--- config.mk ---
export PLATFORM = sky130hd
export DESIGN_NAME = fir_wb_arbiter_flat
export DESIGN_NICKNAME = d
export VERILOG_FILES = /design/src/rtl/fir_wb_arbiter_if.sv /design/src/rtl/fir_wb_arbiter.sv /design/src/flat_wrapper.sv
export SDC_FILE = /design/constraint.sdc
export NUM_CORES = 1
export LEC_CHECK = 0
export BUFFER_PORTS_ARGS = -buffer_cell sky130_fd_sc_hd__buf_4
export CAP_MARGIN = 20
export CORE_AREA = 2 2 125 127
export DETAILED_ROUTE_END_ITERATION = 7
export DIE_AREA = 0 0 127 129
export MAX_ROUTING_LAYER = met4
export PLACE_DENSITY_LB_ADDON = 0.05
export SYNTH_ARGS = -nofsm -noshare
export SYNTH_HDL_FRONTEND = slang
export SYNTH_SLANG_ARGS = --single-unit
--- constraint.sdc ---
create_clock -name wb_clk_i -period 2.2 [get_ports wb_clk_i]
set_clock_uncertainty 0.15 [all_clocks]
set_input_delay 0.11 -clock wb_clk_i [delete_from_list [all_inputs] [get_ports wb_clk_i]]
set_output_delay 0.11 -clock wb_clk_i [all_outputs]
set_load 0.005 [all_outputs]
--- src/rtl/fir_wb_arbiter_if.sv ---
// rtl/fir_wb_arbiter_if.sv - Wishbone signal bundle joining two masters, the arbiter and the FIR slave
//
// Purpose: carries every bus signal of the two-master FIR arbiter so the arbiter
// takes a single port. Signal names follow the arbiter's own direction (_i into
// the arbiter, _o out of it).
// Modports:
//   slave  - arbiter view: master requests and slave responses in, muxed bus out
//   master - environment view (masters plus FIR slave): the opposite directions
// Parameters: AW address width, DW data width, SW byte-select width (DW/8).
interface fir_wb_arbiter_if #(
    parameter int AW = 32,
    parameter int DW = 32,
    parameter int SW = 4
);
    logic          m0_cyc_i;
    logic          m0_stb_i;
    logic          m0_we_i;
    logic [SW-1:0] m0_sel_i;
    logic [AW-1:0] m0_adr_i;
    logic [DW-1:0] m0_dat_i;
    logic [DW-1:0] m0_dat_o;
    logic          m0_ack_o;

    logic          m1_cyc_i;
    logic          m1_stb_i;
    logic          m1_we_i;
    logic [SW-1:0] m1_sel_i;
    logic [AW-1:0] m1_adr_i;
    logic [DW-1:0] m1_dat_i;
    logic [DW-1:0] m1_dat_o;
    logic          m1_ack_o;

    logic          s_cyc_o;
    logic          s_stb_o;
    logic          s_we_o;
    logic [SW-1:0] s_sel_o;
    logic [AW-1:0] s_adr_o;
    logic [DW-1:0] s_dat_o;
    logic [DW-1:0] s_dat_i;
    logic          s_ack_i;

    logic [1:0]    grant_o;
    logic          timeout_o;

    modport slave (
        input  m0_cyc_i, m0_stb_i, m0_we_i, m0_sel_i, m0_adr_i, m0_dat_i,
        output m0_dat_o, m0_ack_o,
        input  m1_cyc_i, m1_stb_i, m1_we_i, m1_sel_i, m1_adr_i, m1_dat_i,
        output m1_dat_o, m1_ack_o,
        output s_cyc_o, s_stb_o, s_we_o, s_sel_o, s_adr_o, s_dat_o,
        input  s_dat_i, s_ack_i,
        output grant_o, timeout_o
    );

    modport master (
        output m0_cyc_i, m0_stb_i, m0_we_i, m0_sel_i, m0_adr_i, m0_dat_i,
        input  m0_dat_o, m0_ack_o,
        output m1_cyc_i, m1_stb_i, m1_we_i, m1_sel_i, m1_adr_i, m1_dat_i,
        input  m1_dat_o, m1_ack_o,
        input  s_cyc_o, s_stb_o, s_we_o, s_sel_o, s_adr_o, s_dat_o,
        output s_dat_i, s_ack_i,
        input  grant_o, timeout_o
    );
endinterface

--- src/rtl/fir_wb_arbiter.sv ---
// rtl/fir_wb_arbiter.sv - two-master round-robin Wishbone arbiter in front of the FIR slave
//
// Purpose: grants the FIR slave to one master for the whole of its cyc, routes
// ack/read data back only to the granted master, and alternates on contention.
// Ports:
//   wb_clk_i  - clock, all state on the rising edge
//   wb_rst_i  - asynchronous active-high reset
//   bus       - fir_wb_arbiter_if.slave: m0_*/m1_* requesters, s_* FIR slave,
//               grant_o one-hot {m1,m0} (00 idle), timeout_o sticky timeout flag
// Optional feature macro: FIR_ARB_TIMEOUT_EN - stall counter that forces an ack
// with 32'hDEAD_BEEF after TIMEOUT_CYC stalled strobe cycles; when undefined,
// timeout_o is tied 0.
module fir_wb_arbiter #(
    parameter int AW          = 32,
    parameter int DW          = 32,
    parameter int SW          = 4,
    parameter int TIMEOUT_CYC = 255
) (
    input  logic               wb_clk_i,
    input  logic               wb_rst_i,
    fir_wb_arbiter_if.slave    bus
);
    // Encoding equals the one-hot grant so the state register drives grant_o.
    typedef enum logic [1:0] {
        IDLE = 2'b00,
        GNT0 = 2'b01,
        GNT1 = 2'b10
    } state_t;

    state_t        r_state;
    state_t        w_next;
    logic          r_last_grant;
    logic          w_ack_in;
    logic          w_force;
    logic [DW-1:0] w_force_dat;

    assign w_force_dat = DW'(32'hDEAD_BEEF);

    // State register; last_grant records whoever just finished a cycle.
    always_ff @(posedge wb_clk_i or posedge wb_rst_i) begin
        if (wb_rst_i) begin
            r_state      <= IDLE;
            r_last_grant <= 1'b1;
        end else begin
            r_state <= w_next;
            if (r_state == GNT0 && !bus.m0_cyc_i) begin
                r_last_grant <= 1'b0;
            end else if (r_state == GNT1 && !bus.m1_cyc_i) begin
                r_last_grant <= 1'b1;
            end
        end
    end

    // Next state: the cyc lock means no preemption; on release the other
    // requester takes over directly without passing through IDLE.
    always_comb begin
        w_next = r_state;
        case (r_state)
            IDLE: begin
                if (bus.m0_cyc_i && bus.m1_cyc_i) begin
                    w_next = r_last_grant ? GNT0 : GNT1;
                end else if (bus.m0_cyc_i) begin
                    w_next = GNT0;
                end else if (bus.m1_cyc_i) begin
                    w_next = GNT1;
                end
            end
            GNT0: begin
                if (!bus.m0_cyc_i) begin
                    w_next = bus.m1_cyc_i ? GNT1 : IDLE;
                end
            end
            GNT1: begin
                if (!bus.m1_cyc_i) begin
                    w_next = bus.m0_cyc_i ? GNT0 : IDLE;
                end
            end
            default: w_next = IDLE;
        endcase
    end

`ifdef FIR_ARB_TIMEOUT_EN
    localparam int CW = $clog2(TIMEOUT_CYC + 1);

    logic [CW-1:0] r_to_cnt;
    logic          r_ignore;
    logic          r_timeout;
    logic          w_stb_g;

    assign w_stb_g  = (r_state == GNT0 && bus.m0_stb_i) || (r_state == GNT1 && bus.m1_stb_i);
    // A slave ack landing right after a forced completion belongs to the
    // abandoned beat, so it is masked for one cycle.
    assign w_ack_in = bus.s_ack_i & ~r_ignore;
    assign w_force  = (r_state != IDLE) && (r_to_cnt == CW'(TIMEOUT_CYC));

    always_ff @(posedge wb_clk_i or posedge wb_rst_i) begin
        if (wb_rst_i) begin
            r_to_cnt  <= '0;
            r_ignore  <= 1'b0;
            r_timeout <= 1'b0;
        end else begin
            r_ignore <= w_force && (w_next == r_state);
            if (w_force) begin
                r_timeout <= 1'b1;
            end
            if (w_force || w_ack_in || (w_next != r_state) || (r_state == IDLE)) begin
                r_to_cnt <= '0;
            end else if (w_stb_g) begin
                r_to_cnt <= r_to_cnt + 1'b1;
            end
        end
    end

    assign bus.timeout_o = r_timeout;
`else
    logic w_unused_cfg;

    assign w_ack_in      = bus.s_ack_i;
    assign w_force       = 1'b0;
    assign bus.timeout_o = 1'b0;
    assign w_unused_cfg  = (TIMEOUT_CYC == 0) | (^w_force_dat);
`endif

    assign bus.grant_o = r_state;

    // Slave mux and return path, both gated purely by the current grant.
    always_comb begin
        bus.s_cyc_o  = 1'b0;
        bus.s_stb_o  = 1'b0;
        bus.s_we_o   = 1'b0;
        bus.s_sel_o  = '0;
        bus.s_adr_o  = '0;
        bus.s_dat_o  = '0;
        bus.m0_ack_o = 1'b0;
        bus.m0_dat_o = '0;
        bus.m1_ack_o = 1'b0;
        bus.m1_dat_o = '0;
        case (r_state)
            GNT0: begin
                bus.s_cyc_o  = bus.m0_cyc_i;
                bus.s_stb_o  = bus.m0_stb_i & ~w_force;
                bus.s_we_o   = bus.m0_we_i;
                bus.s_sel_o  = bus.m0_sel_i;
                bus.s_adr_o  = bus.m0_adr_i;
                bus.s_dat_o  = bus.m0_dat_i;
                bus.m0_ack_o = w_ack_in | w_force;
                bus.m0_dat_o = w_force ? w_force_dat : bus.s_dat_i;
            end
            GNT1: begin
                bus.s_cyc_o  = bus.m1_cyc_i;
                bus.s_stb_o  = bus.m1_stb_i & ~w_force;
                bus.s_we_o   = bus.m1_we_i;
                bus.s_sel_o  = bus.m1_sel_i;
                bus.s_adr_o  = bus.m1_adr_i;
                bus.s_dat_o  = bus.m1_dat_i;
                bus.m1_ack_o = w_ack_in | w_force;
                bus.m1_dat_o = w_force ? w_force_dat : bus.s_dat_i;
            end
            default: begin
            end
        endcase
    end
endmodule
--- src/flat_wrapper.sv ---
// flat-port wrapper written by rule: the top's interface ports become plain ports
module fir_wb_arbiter_flat 
#(
    parameter int AW          = 32,
    parameter int DW          = 32,
    parameter int SW          = 4,
    parameter int TIMEOUT_CYC = 255
)
  (wb_clk_i, wb_rst_i, bus_m0_cyc_i, bus_m0_stb_i, bus_m0_we_i, bus_m0_sel_i, bus_m0_adr_i, bus_m0_dat_i, bus_m0_dat_o, bus_m0_ack_o, bus_m1_cyc_i, bus_m1_stb_i, bus_m1_we_i, bus_m1_sel_i, bus_m1_adr_i, bus_m1_dat_i, bus_m1_dat_o, bus_m1_ack_o, bus_s_cyc_o, bus_s_stb_o, bus_s_we_o, bus_s_sel_o, bus_s_adr_o, bus_s_dat_o, bus_s_dat_i, bus_s_ack_i, bus_grant_o, bus_timeout_o);
  fir_wb_arbiter_if #(.AW(AW), .DW(DW), .SW(SW)) bus_i ();
  input  logic wb_clk_i;
  input  logic wb_rst_i;
  input wire logic [$bits(bus_i.m0_cyc_i)-1:0] bus_m0_cyc_i;
  input wire logic [$bits(bus_i.m0_stb_i)-1:0] bus_m0_stb_i;
  input wire logic [$bits(bus_i.m0_we_i)-1:0] bus_m0_we_i;
  input wire logic [$bits(bus_i.m0_sel_i)-1:0] bus_m0_sel_i;
  input wire logic [$bits(bus_i.m0_adr_i)-1:0] bus_m0_adr_i;
  input wire logic [$bits(bus_i.m0_dat_i)-1:0] bus_m0_dat_i;
  output wire logic [$bits(bus_i.m0_dat_o)-1:0] bus_m0_dat_o;
  output wire logic [$bits(bus_i.m0_ack_o)-1:0] bus_m0_ack_o;
  input wire logic [$bits(bus_i.m1_cyc_i)-1:0] bus_m1_cyc_i;
  input wire logic [$bits(bus_i.m1_stb_i)-1:0] bus_m1_stb_i;
  input wire logic [$bits(bus_i.m1_we_i)-1:0] bus_m1_we_i;
  input wire logic [$bits(bus_i.m1_sel_i)-1:0] bus_m1_sel_i;
  input wire logic [$bits(bus_i.m1_adr_i)-1:0] bus_m1_adr_i;
  input wire logic [$bits(bus_i.m1_dat_i)-1:0] bus_m1_dat_i;
  output wire logic [$bits(bus_i.m1_dat_o)-1:0] bus_m1_dat_o;
  output wire logic [$bits(bus_i.m1_ack_o)-1:0] bus_m1_ack_o;
  output wire logic [$bits(bus_i.s_cyc_o)-1:0] bus_s_cyc_o;
  output wire logic [$bits(bus_i.s_stb_o)-1:0] bus_s_stb_o;
  output wire logic [$bits(bus_i.s_we_o)-1:0] bus_s_we_o;
  output wire logic [$bits(bus_i.s_sel_o)-1:0] bus_s_sel_o;
  output wire logic [$bits(bus_i.s_adr_o)-1:0] bus_s_adr_o;
  output wire logic [$bits(bus_i.s_dat_o)-1:0] bus_s_dat_o;
  input wire logic [$bits(bus_i.s_dat_i)-1:0] bus_s_dat_i;
  input wire logic [$bits(bus_i.s_ack_i)-1:0] bus_s_ack_i;
  output wire logic [$bits(bus_i.grant_o)-1:0] bus_grant_o;
  output wire logic [$bits(bus_i.timeout_o)-1:0] bus_timeout_o;
  assign bus_i.m0_cyc_i = bus_m0_cyc_i;
  assign bus_i.m0_stb_i = bus_m0_stb_i;
  assign bus_i.m0_we_i = bus_m0_we_i;
  assign bus_i.m0_sel_i = bus_m0_sel_i;
  assign bus_i.m0_adr_i = bus_m0_adr_i;
  assign bus_i.m0_dat_i = bus_m0_dat_i;
  assign bus_m0_dat_o = bus_i.m0_dat_o;
  assign bus_m0_ack_o = bus_i.m0_ack_o;
  assign bus_i.m1_cyc_i = bus_m1_cyc_i;
  assign bus_i.m1_stb_i = bus_m1_stb_i;
  assign bus_i.m1_we_i = bus_m1_we_i;
  assign bus_i.m1_sel_i = bus_m1_sel_i;
  assign bus_i.m1_adr_i = bus_m1_adr_i;
  assign bus_i.m1_dat_i = bus_m1_dat_i;
  assign bus_m1_dat_o = bus_i.m1_dat_o;
  assign bus_m1_ack_o = bus_i.m1_ack_o;
  assign bus_s_cyc_o = bus_i.s_cyc_o;
  assign bus_s_stb_o = bus_i.s_stb_o;
  assign bus_s_we_o = bus_i.s_we_o;
  assign bus_s_sel_o = bus_i.s_sel_o;
  assign bus_s_adr_o = bus_i.s_adr_o;
  assign bus_s_dat_o = bus_i.s_dat_o;
  assign bus_i.s_dat_i = bus_s_dat_i;
  assign bus_i.s_ack_i = bus_s_ack_i;
  assign bus_grant_o = bus_i.grant_o;
  assign bus_timeout_o = bus_i.timeout_o;
  fir_wb_arbiter #(.AW(AW), .DW(DW), .SW(SW), .TIMEOUT_CYC(TIMEOUT_CYC)) u_core (.wb_clk_i(wb_clk_i), .wb_rst_i(wb_rst_i), .bus(bus_i));
endmodule
==> flow_summary.ini, run 1 <==
[die]
die_area_mm2 = 0.0164
core_mm2 = 0.0150
fp.dieW_um = 127
rows = 45
io_pins = 317
initial_core_util_pct = 12.0
die_h_um = 129

[grt]
overflow = 0
grt_max_degree = 51
grt_pass1_wl_um = 15900
grt_antenna_before_repair = 0
use_met3_pct = 2.41
grtUsageMet2_pct = 25.4
grt_pass1_vias = 3049
grt_usage_pct = 12.6
gr-max-usage-layer = met2
grtUsageMet1_pct = 12.8

[worst_setup_path]
path_common_cell = buf_4
cp_cell_sequence = inv_1 -> ha_4 -> buf_4 -> a22oi_1 -> nor2b_1 -> buf_4
crit_slowest_cell = dfrtp_1
crit_path_max_fanout = 33
arrival_ns = 1.74
cp-end-kind = output port
critPathLaunchType = flip-flop
cpPeakStageDelay_ns = 0.42
required_ns = 1.94
path_class = reg2out

[power_and_ir_drop]
power_uw = 4080
ir_worst_vdd_mv = 0.331
p_leak_uw = 0.00222
power_density_mw_per_mm2 = 915

[timing]
period_share_pct = 90.8
hold_violations = 0
hold_ws_ns = 0.0306
tns_ns = 0
fmaxAchievable_mhz = 501
maxSlewViolCount = 0
post-route-min-period_ns = 2.00
setup_viol = 0
rsz0062_at_grt = no

[cts]
cts_root_buffer = clkbuf_16
tritoncts = built
cts_buffers = 3
clkLatencyLatePin_ns = 0.22
htree_levels = 1
clk_pin_slew_ns = 0.03
clk_path_buf_depth = 2
cts_sinks = 3

[finish]
diodes = 0
fin_area_mm2 = 0.00445
fin_nets = 744
final_cell_mix = buf_4 (320), nor2b_1 (71), a22oi_1 (70), and2_1 (66), inv_1 (5)
area_growth_pct = 147
fillerInstances = 1662
final_cells = 750
final_common_cell = buf_4
drive_gt1_share_pct = 59.6

[yosys]
syn_nets = 447
syn_avg_cell_area_um2 = 6.78
syn_inst = 266
ys_seq_area_share_pct = 4.23
yosysWarnings = 0
netlist_area_mm2 = 0.00180
synth.area.top_cells = a22oi_1 (29%), nor2b_1 (25%), and2_1 (23%)
synth_area_leader_cell = a22oi_1
synth_top_area_share_pct = 29.1
synth_cell_types = 22
synth_seq_cells = 3

[routing]
via_per_inst = 4.12
num_vias = 3093
antenna_left = 0
first_pass_iters = 4
drt-total-wl_um = 11100
post-route-drc-count = 0
wl_per_cell_um = 14.8
drt_iter0_markers = 91

[flow_run]
cap_viol_max_count = 0

[placement]
portBuffers = 315
dp_hpwl_um = 9030
place_congestion = 0.781
place_area_mm2 = 0.00436
placed_cells = 745

[run_status]
outcome = complete, no violations

[worst_hold_path]
hold_path_class = in2reg
## flip-flops by register name, summed over array words and instances (netlist names)
signal               flops
u_core.bus.grant_o       2
u_core.r_last_grant      1
## final timing paths
check                                      start               endpoint  slack [ns]  cells past startpoint
setup / recovery           u_core.bus.grant_o[0]        bus_s_adr_o[27]        0.20                      6
hold / removal                      bus_m0_cyc_i    u_core.r_last_grant        0.03                      3
setup reg to reg           u_core.bus.grant_o[0]  u_core.bus.grant_o[1]        0.32                      5
hold reg to reg              u_core.r_last_grant    u_core.r_last_grant        0.37                      2
max in group asynchronous               wb_rst_i    u_core.r_last_grant        1.50                      3
min in group asynchronous               wb_rst_i  u_core.bus.grant_o[1]        0.19                      3
## through the flow
step	util [%]	setup slack (ns)
floorplan	-	0.483
global placement	29.1	0.348
detailed placement	29.1	0.317
CTS	29.7	0.116
global route	29.7	0.0337
finish	29.7	0.203
## critical path, delay by kind of cell (launching register included)
family          cells  cell delay, ns
buf+inv             3            0.61
flops               1            0.42
fa+ha+maj           1            0.20
compound gates      1            0.14
simple gates        1            0.14
## logic make-up after synthesis
family | share of synthesized area, %
other | 0.208
buffers and inverters | 9.58
AO/OA/AOI/OAI | 32.4
flip-flops | 4.23
AND/OR/NAND/NOR | 50.0
adder cells (fa/ha/maj) | 2.78
multiplexers | 0.833
## where the power goes
part,leakage (uW),switching (uW),internal [uW]
combinational,0.00215,1630,2030
sequential,0.0000359,31.8,87.8
clock,0.0000382,51.5,239
## timing repair
item                                    CTS  global route
hold endpoints to repair                  3             0
buffers inserted                          0             0
endpoints found under the setup margin    0             4
hold buffers                              1             0
gates resized for setup                   0             1
## layout make-up
| type | instances | area, um^2 | area share [%] |
|---|---|---|---|
| clock buffer | 4 | 78.8 | 1.77 |
| tap | 188 | 235 | 5.28 |
| sequential | 3 | 76.3 | 1.71 |
| timing repair buffer | 324 | 2460 | 55.3 |
| multi-input combinational | 226 | 1580 | 35.5 |
| inverter | 5 | 18.8 | 0.422 |
## cells in the mapped netlist, drive strengths merged
cell	number
a21o	1
a21oi	3
a22oi	71
a31oi	1
and2	66
buf	19
clkbuf	13
conb	1
dfrtp	2
dfstp	1
ha	4
inv	5
mux2	1
nand2	2
nand3b	1
nor2b	71
o41ai	1
or2b	2
or3b	1
## routing by layer
metal / vias to the layer above / routed length [um]
li1: 1509 / -
met1: 1405 / 3890
met2: 177 / 6200
met3: 2 / 975
met4: 0 / 57
met5: - / 0
(Power assumes the default switching activity.)
==> inputs of run 2 (changes only) <==
Settings changed: ABC_AREA set to 1, ABC_CLOCK_PERIOD_IN_PS set to 2200, CORE_AREA 2 2 125 127 to 2 2 123 125, DIE_AREA 0 0 127 129 to 0 0 125 127, TNS_END_PERCENT set to 100.
==> run 2 against run 1 <==
Global-route usage increased by 0.96 points. Register-to-register slack better by 0.27 ns. Critical path depth did not move. Critical path type unchanged. Critical endpoint is now bus_s_dat_o[14]. Highest routed layer unchanged.
==> flow_summary.ini, run 2 <==
[run_status]
outcome = complete, no violations

[cts]
cts_buffers = 3
clkLatencyLatePin_ns = 0.23
cts_root_buffer = clkbuf_16
htree_levels = 1
cts_resized = 0
clk_pin_slew_ns = 0.03
clk_path_buf_depth = 2
tritoncts = built
cts_sinks = 3

[timing]
hold_violations = 0
maxSlewViolCount = 0
period_share_pct = 93.4
post-route-min-period_ns = 2.05
setup_viol = 0
tns_ns = 0
fmaxAchievable_mhz = 487
rsz0062_at_grt = no

[grt]
grt_antenna_before_repair = 0
overflow = 0
grt_usage_pct = 13.6
grt_max_degree = 41
grtUsageMet2_pct = 27.8
grtUsageMet1_pct = 14.0
use_met3_pct = 1.80
grt_pass1_wl_um = 17300
grt_pass1_vias = 3332
gr-max-usage-layer = met2

[worst_setup_path]
arrival_ns = 1.79
cp_cell_sequence = inv_1 -> ha_4 -> buf_12 -> nand2_1 -> a21oi_1 -> buf_4
cpPeakStageDelay_ns = 0.44
critPathLaunchType = flip-flop
required_ns = 1.94
crit_path_max_fanout = 31
crit_slowest_cell = dfrtp_1
path_class = reg2out
cp-end-kind = output port

[flow_run]
cap_viol_max_count = 0

[finish]
largest_reg_flops = 2
diodes = 0
fillerInstances = 1591
final_cell_mix = buf_4 (318), nand2_1 (203), inv_1 (72), a21oi_1 (50), nand2_2 (21)
fin_area_mm2 = 0.00463
final_common_cell = buf_4
area_growth_pct = 134
fin_nets = 893
drive_gt1_share_pct = 52.7

[placement]
place_congestion = 0.830
dp_hpwl_um = 9390
place_area_mm2 = 0.00453
portBuffers = 315

[die]
initial_core_util_pct = 13.7
io_pins = 317
fp.dieW_um = 125
core_mm2 = 0.0144
rows = 44
die_h_um = 127
die_area_mm2 = 0.0159

[yosys]
synth_top_family_by_area = simple AND/OR/NAND/NOR gates
synth_cell_types = 20
ys_seq_area_share_pct = 3.86
synth_area_leader_cell = nand2_1
synthMostInstantiatedCell = nand2_1
synth_common_cells = nand2_1 (203), inv_1 (72), a21oi_1 (50)
synth-adder-area-share_pct = 2.53
async_flop_share_pct = 100
synth-main-ff-cell = dfrtp_1
netlist_area_mm2 = 0.00198
syn_inst = 413
synthMuxAreaShare_pct = 0
synth-xor-area-share_pct = 0
yosysWarnings = 0
synth_seq_cells = 3
synth_compound_area_share_pct = 21.9
synth-edff-count = 0
synth_top_area_share_pct = 38.5
syn_nets = 594
synth.area.top_cells = nand2_1 (39%), inv_1 (14%), a21oi_1 (13%)
syn_avg_cell_area_um2 = 4.79
synthSimpleGateAreaFrac_pct = 46.3

[routing]
via_per_inst = 3.94
antenna_left = 0
num_vias = 3530
post-route-drc-count = 0
wl_per_cell_um = 12.8
drt-total-wl_um = 11500
drt_iter0_markers = 119
first_pass_iters = 4

[power_and_ir_drop]
ir_worst_vdd_mv = 0.363
p_leak_uw = 0.00280
power_density_mw_per_mm2 = 881

[worst_hold_path]
hold_path_class = in2reg
run 2: cell count changes after synthesis, sizes merged, moves of 2 or more:
cell / previous run / this run
a22oi: 71 / 1
buf: 19 / 28
nor2b: 71 / 0
nand2: 2 / 224
clkbuf: 13 / 4
a21oi: 3 / 70
nor2: 0 / 2
or2b: 2 / 0
inv: 5 / 74
and2: 66 / 0
run 2: area by class of cell:
cell class	instances	area (um^2)	share of cell area, %
tap	184	230	4.97
inverter	74	278	6.00
sequential	3	76.3	1.65
timing repair buffer	326	2540	54.8
clock buffer	4	78.8	1.70
multi-input combinational	304	1430	30.8
run 2: report_power, final:
part	total, uW	internal, uW	switching [uW]
clock	293	239	53.3
combinational	3670	1740	1930
sequential	118	87.9	30.2
run 2: worst max-delay path, delay by kind of cell (launching register included):
kind	cells	cell delay (ns)
buffers and inverters	3	0.52
flip-flops	1	0.44
adder cells (fa/ha/maj)	1	0.31
AO/OA/AOI/OAI	1	0.23
AND/OR/NAND/NOR	1	0.07
run 2: cells by family after synthesis:
family                   after synthesis
flip-flops                             3
other                                  1
adder cells (fa/ha/maj)                4
buffers and inverters                106
AND/OR/NAND/NOR                      228
AO/OA/AOI/OAI                         71
run 2: what timing repair did:
action / 4_1_cts / 5_1_grt
buffers inserted: 0 / 1
endpoints found under the setup margin: 0 / 2
hold endpoints to repair: 3 / 0
hold buffers: 1 / 0
run 2: routing by layer:
layer	routed length, um	part of all wire, %	up-vias
met2	6420	56	193
met3	909	7.9	5
met1	4070	35	1529
met5	0	0	-
met4	74	0.64	0
li1	-	-	1803
run 2: worst paths after layout:
check,depth (start not counted),endpoint,slack [ns],start
setup reg to reg,5,u_core.r_last_grant,0.59,u_core.bus.grant_o[0]
hold / removal,3,u_core.r_last_grant,0.003,bus_m0_cyc_i
max in group asynchronous,3,u_core.r_last_grant,1.52,wb_rst_i
min in group asynchronous,3,u_core.bus.grant_o[0],0.16,wb_rst_i
setup / recovery,6,bus_s_dat_o[14],0.15,u_core.bus.grant_o[1]
hold reg to reg,2,u_core.r_last_grant,0.35,u_core.r_last_grant
run 2: stage by stage:
step | power [uW] | hold slack, ns | cells | utilization (%) | worst slack [ns]
6_report | 4080 | 0.00336 | 895 | 32.1 | 0.146
5_1_grt | 4510 | 0.0357 | 895 | 32.1 | 0.00572
4_1_cts | 4150 | 0.00945 | 894 | 32.0 | 0.0324
3_5_place_dp | 3840 | -0.155 | 889 | 31.4 | 0.285
3_3_place_gp | 3860 | -0.158 | 889 | 31.4 | 0.314
2_1_floorplan | 1980 | -0.287 | 413 | - | 0.736
==> inputs of run 3 (changes only) <==
==> constraint.sdc (replaced) <==
create_clock -name wb_clk_i -period 2.2 [get_ports wb_clk_i]
set_clock_uncertainty 0.15 [all_clocks]
set_input_delay 0 -clock wb_clk_i [delete_from_list [all_inputs] [get_ports wb_clk_i]]
set_output_delay 0 -clock wb_clk_i [all_outputs]
set_load 0.005 [all_outputs]
==> run 3 against run 2 <==
Hold slack improved by 0.062 ns. Sequential share of layout area barely moved. Highest routed layer unchanged. Combinational power barely moved.
==> flow_summary.ini, run 3 (synthesis results as in run 2) <==
[run_status]
outcome = complete, no violations

[timing]
maxSlewViolCount = 0
tns_ns = 0
rsz0062_at_grt = no
fmaxAchievable_mhz = 492
hold_violations = 0
setup_viol = 0
period_share_pct = 92.5
post-route-min-period_ns = 2.03

[placement]
portBuffers = 315
place_area_mm2 = 0.00449
dp_hpwl_um = 9330
place_congestion = 0.807

[worst_setup_path]
worstReg2RegStart = u_core.bus.grant_o[0]
cp_top_family = buffers and inverters
crit_buf_inv = 4
cp-end-kind = output port
cp-startpoint = u_core.bus.grant_o[0]
crit_path_max_fanout = 37
cpPeakStageDelay_ns = 0.46
arrival_ns = 1.88
path_class = reg2out
critPathLaunchType = flip-flop
required_ns = 2.05
r2r_end = u_core.r_last_grant
reg2reg_slack_ns = 0.32
cp_cell_sequence = inv_1 -> ha_1 -> inv_2 -> buf_12 -> a21oi_1 -> buf_4
crit_slowest_cell = dfrtp_1
r2r_cells = 5

[finish]
diodes = 0
regArea_um2 = 76.3
drive_gt1_share_pct = 52.4
fin_nets = 894
final_common_cell = buf_4
fin_area_mm2 = 0.00463
area_growth_pct = 134
fillerInstances = 1597
largest_reg_flops = 2
final_cell_mix = buf_4 (317), nand2_1 (203), inv_1 (72), a21oi_1 (50), nand2_2 (21)
multi_input_area_mm2 = 0.00143

[cts]
cts_root_buffer = clkbuf_16
clkLatencyLatePin_ns = 0.23
clk_path_buf_depth = 2
cts_sinks = 3
cts_resized = 0
tritoncts = built
htree_levels = 1
cts_buffers = 3
clk_pin_slew_ns = 0.03

[flow_run]
cap_viol_max_count = 0

[die]
core_mm2 = 0.0144
initial_core_util_pct = 13.7
die_h_um = 127
die_area_mm2 = 0.0159
io_pins = 317
rows = 44
fp.dieW_um = 125

[routing]
num_vias = 3518
antenna_left = 0
drt_iter0_markers = 58
drt-total-wl_um = 11700
post-route-drc-count = 0
first_pass_iters = 4
via_per_inst = 3.93
wl_per_cell_um = 13.0

[power_and_ir_drop]
switchingPower_uw = 2030
power_density_mw_per_mm2 = 877
ir_worst_vdd_mv = 0.465
p_int_uw = 2030
clkPwrFrac_pct = 7.2
p_comb_share_pct = 89.8
pwr-share-seq_pct = 3.0
p_leak_uw = 0.00279
p_sw_share_pct = 49.9

[grt]
grt_max_degree = 51
overflow = 0
grt_pass1_vias = 3370
grt_pass1_wl_um = 17200
grt_usage_pct = 13.5
grt_antenna_before_repair = 0

[worst_hold_path]
hold_path_class = in2async
[run 3: how the worst max path moves through the flow]
stage,to,slack (ns),depth (start not counted)
detailed placement,bus_s_adr_o[22],0.39,6
CTS,bus_s_adr_o[13],0.14,6
global placement,bus_s_adr_o[13],0.42,6
finish,bus_s_dat_o[20],0.17,6
floorplan,u_core.bus.grant_o[0],0.81,10
global route,bus_s_dat_o[30],0.06,6
[run 3: through the flow]
step	worst slack, ns	utilization, %	power, uW	hold WS [ns]	std cells
2_1_floorplan	0.811	-	1980	-0.397	413
3_3_place_gp	0.416	31.1	3800	-0.261	887
3_5_place_dp	0.388	31.1	3770	-0.255	887
4_1_cts	0.143	32.0	4110	0.0655	895
5_1_grt	0.0551	32.1	4480	0.0921	896
6_report	0.166	32.1	4060	0.0654	896
[run 3: area by class of cell]
cell class	instances	area share, %
repair buffers	327	54.8
multi-input cells	304	30.9
inverters	74	6.00
well taps	184	4.98
clock buffers	4	1.70
flip-flops and latches	3	1.65
[run 3: metal layers]
| layer | wire length (um) | up-vias | GRT usage, % | part of all wire (%) |
|---|---|---|---|---|
| met5 | 0 | - | - | 0 |
| li1 | - | 1804 | - | - |
| met3 | 863 | 16 | 1.59 | 7.4 |
| met4 | 238 | 0 | 3.46 | 2.0 |
| met1 | 4100 | 1493 | 13.7 | 35 |
| met2 | 6480 | 205 | 27.3 | 55 |
[run 3: what timing repair did]
item,4_1_cts,5_1_grt
buffers inserted,0,1
hold buffers,4,0
hold endpoints to repair,6,0
endpoints found under the setup margin,0,1
[run 3: power groups by stage]
stage               Clock [uW]  Sequential, uW  Combinational [uW]
floorplan                    0             109                1870
global placement             0             117                3680
detailed placement           0             119                3650
CTS                        298             120                3690
global route               302             125                4050
finish                     294             120                3640
[run 3: worst min-delay path: stages]
cell           delay, ns
dlygate4sd3_1       0.54
buf_4               0.13
inv_1               0.12
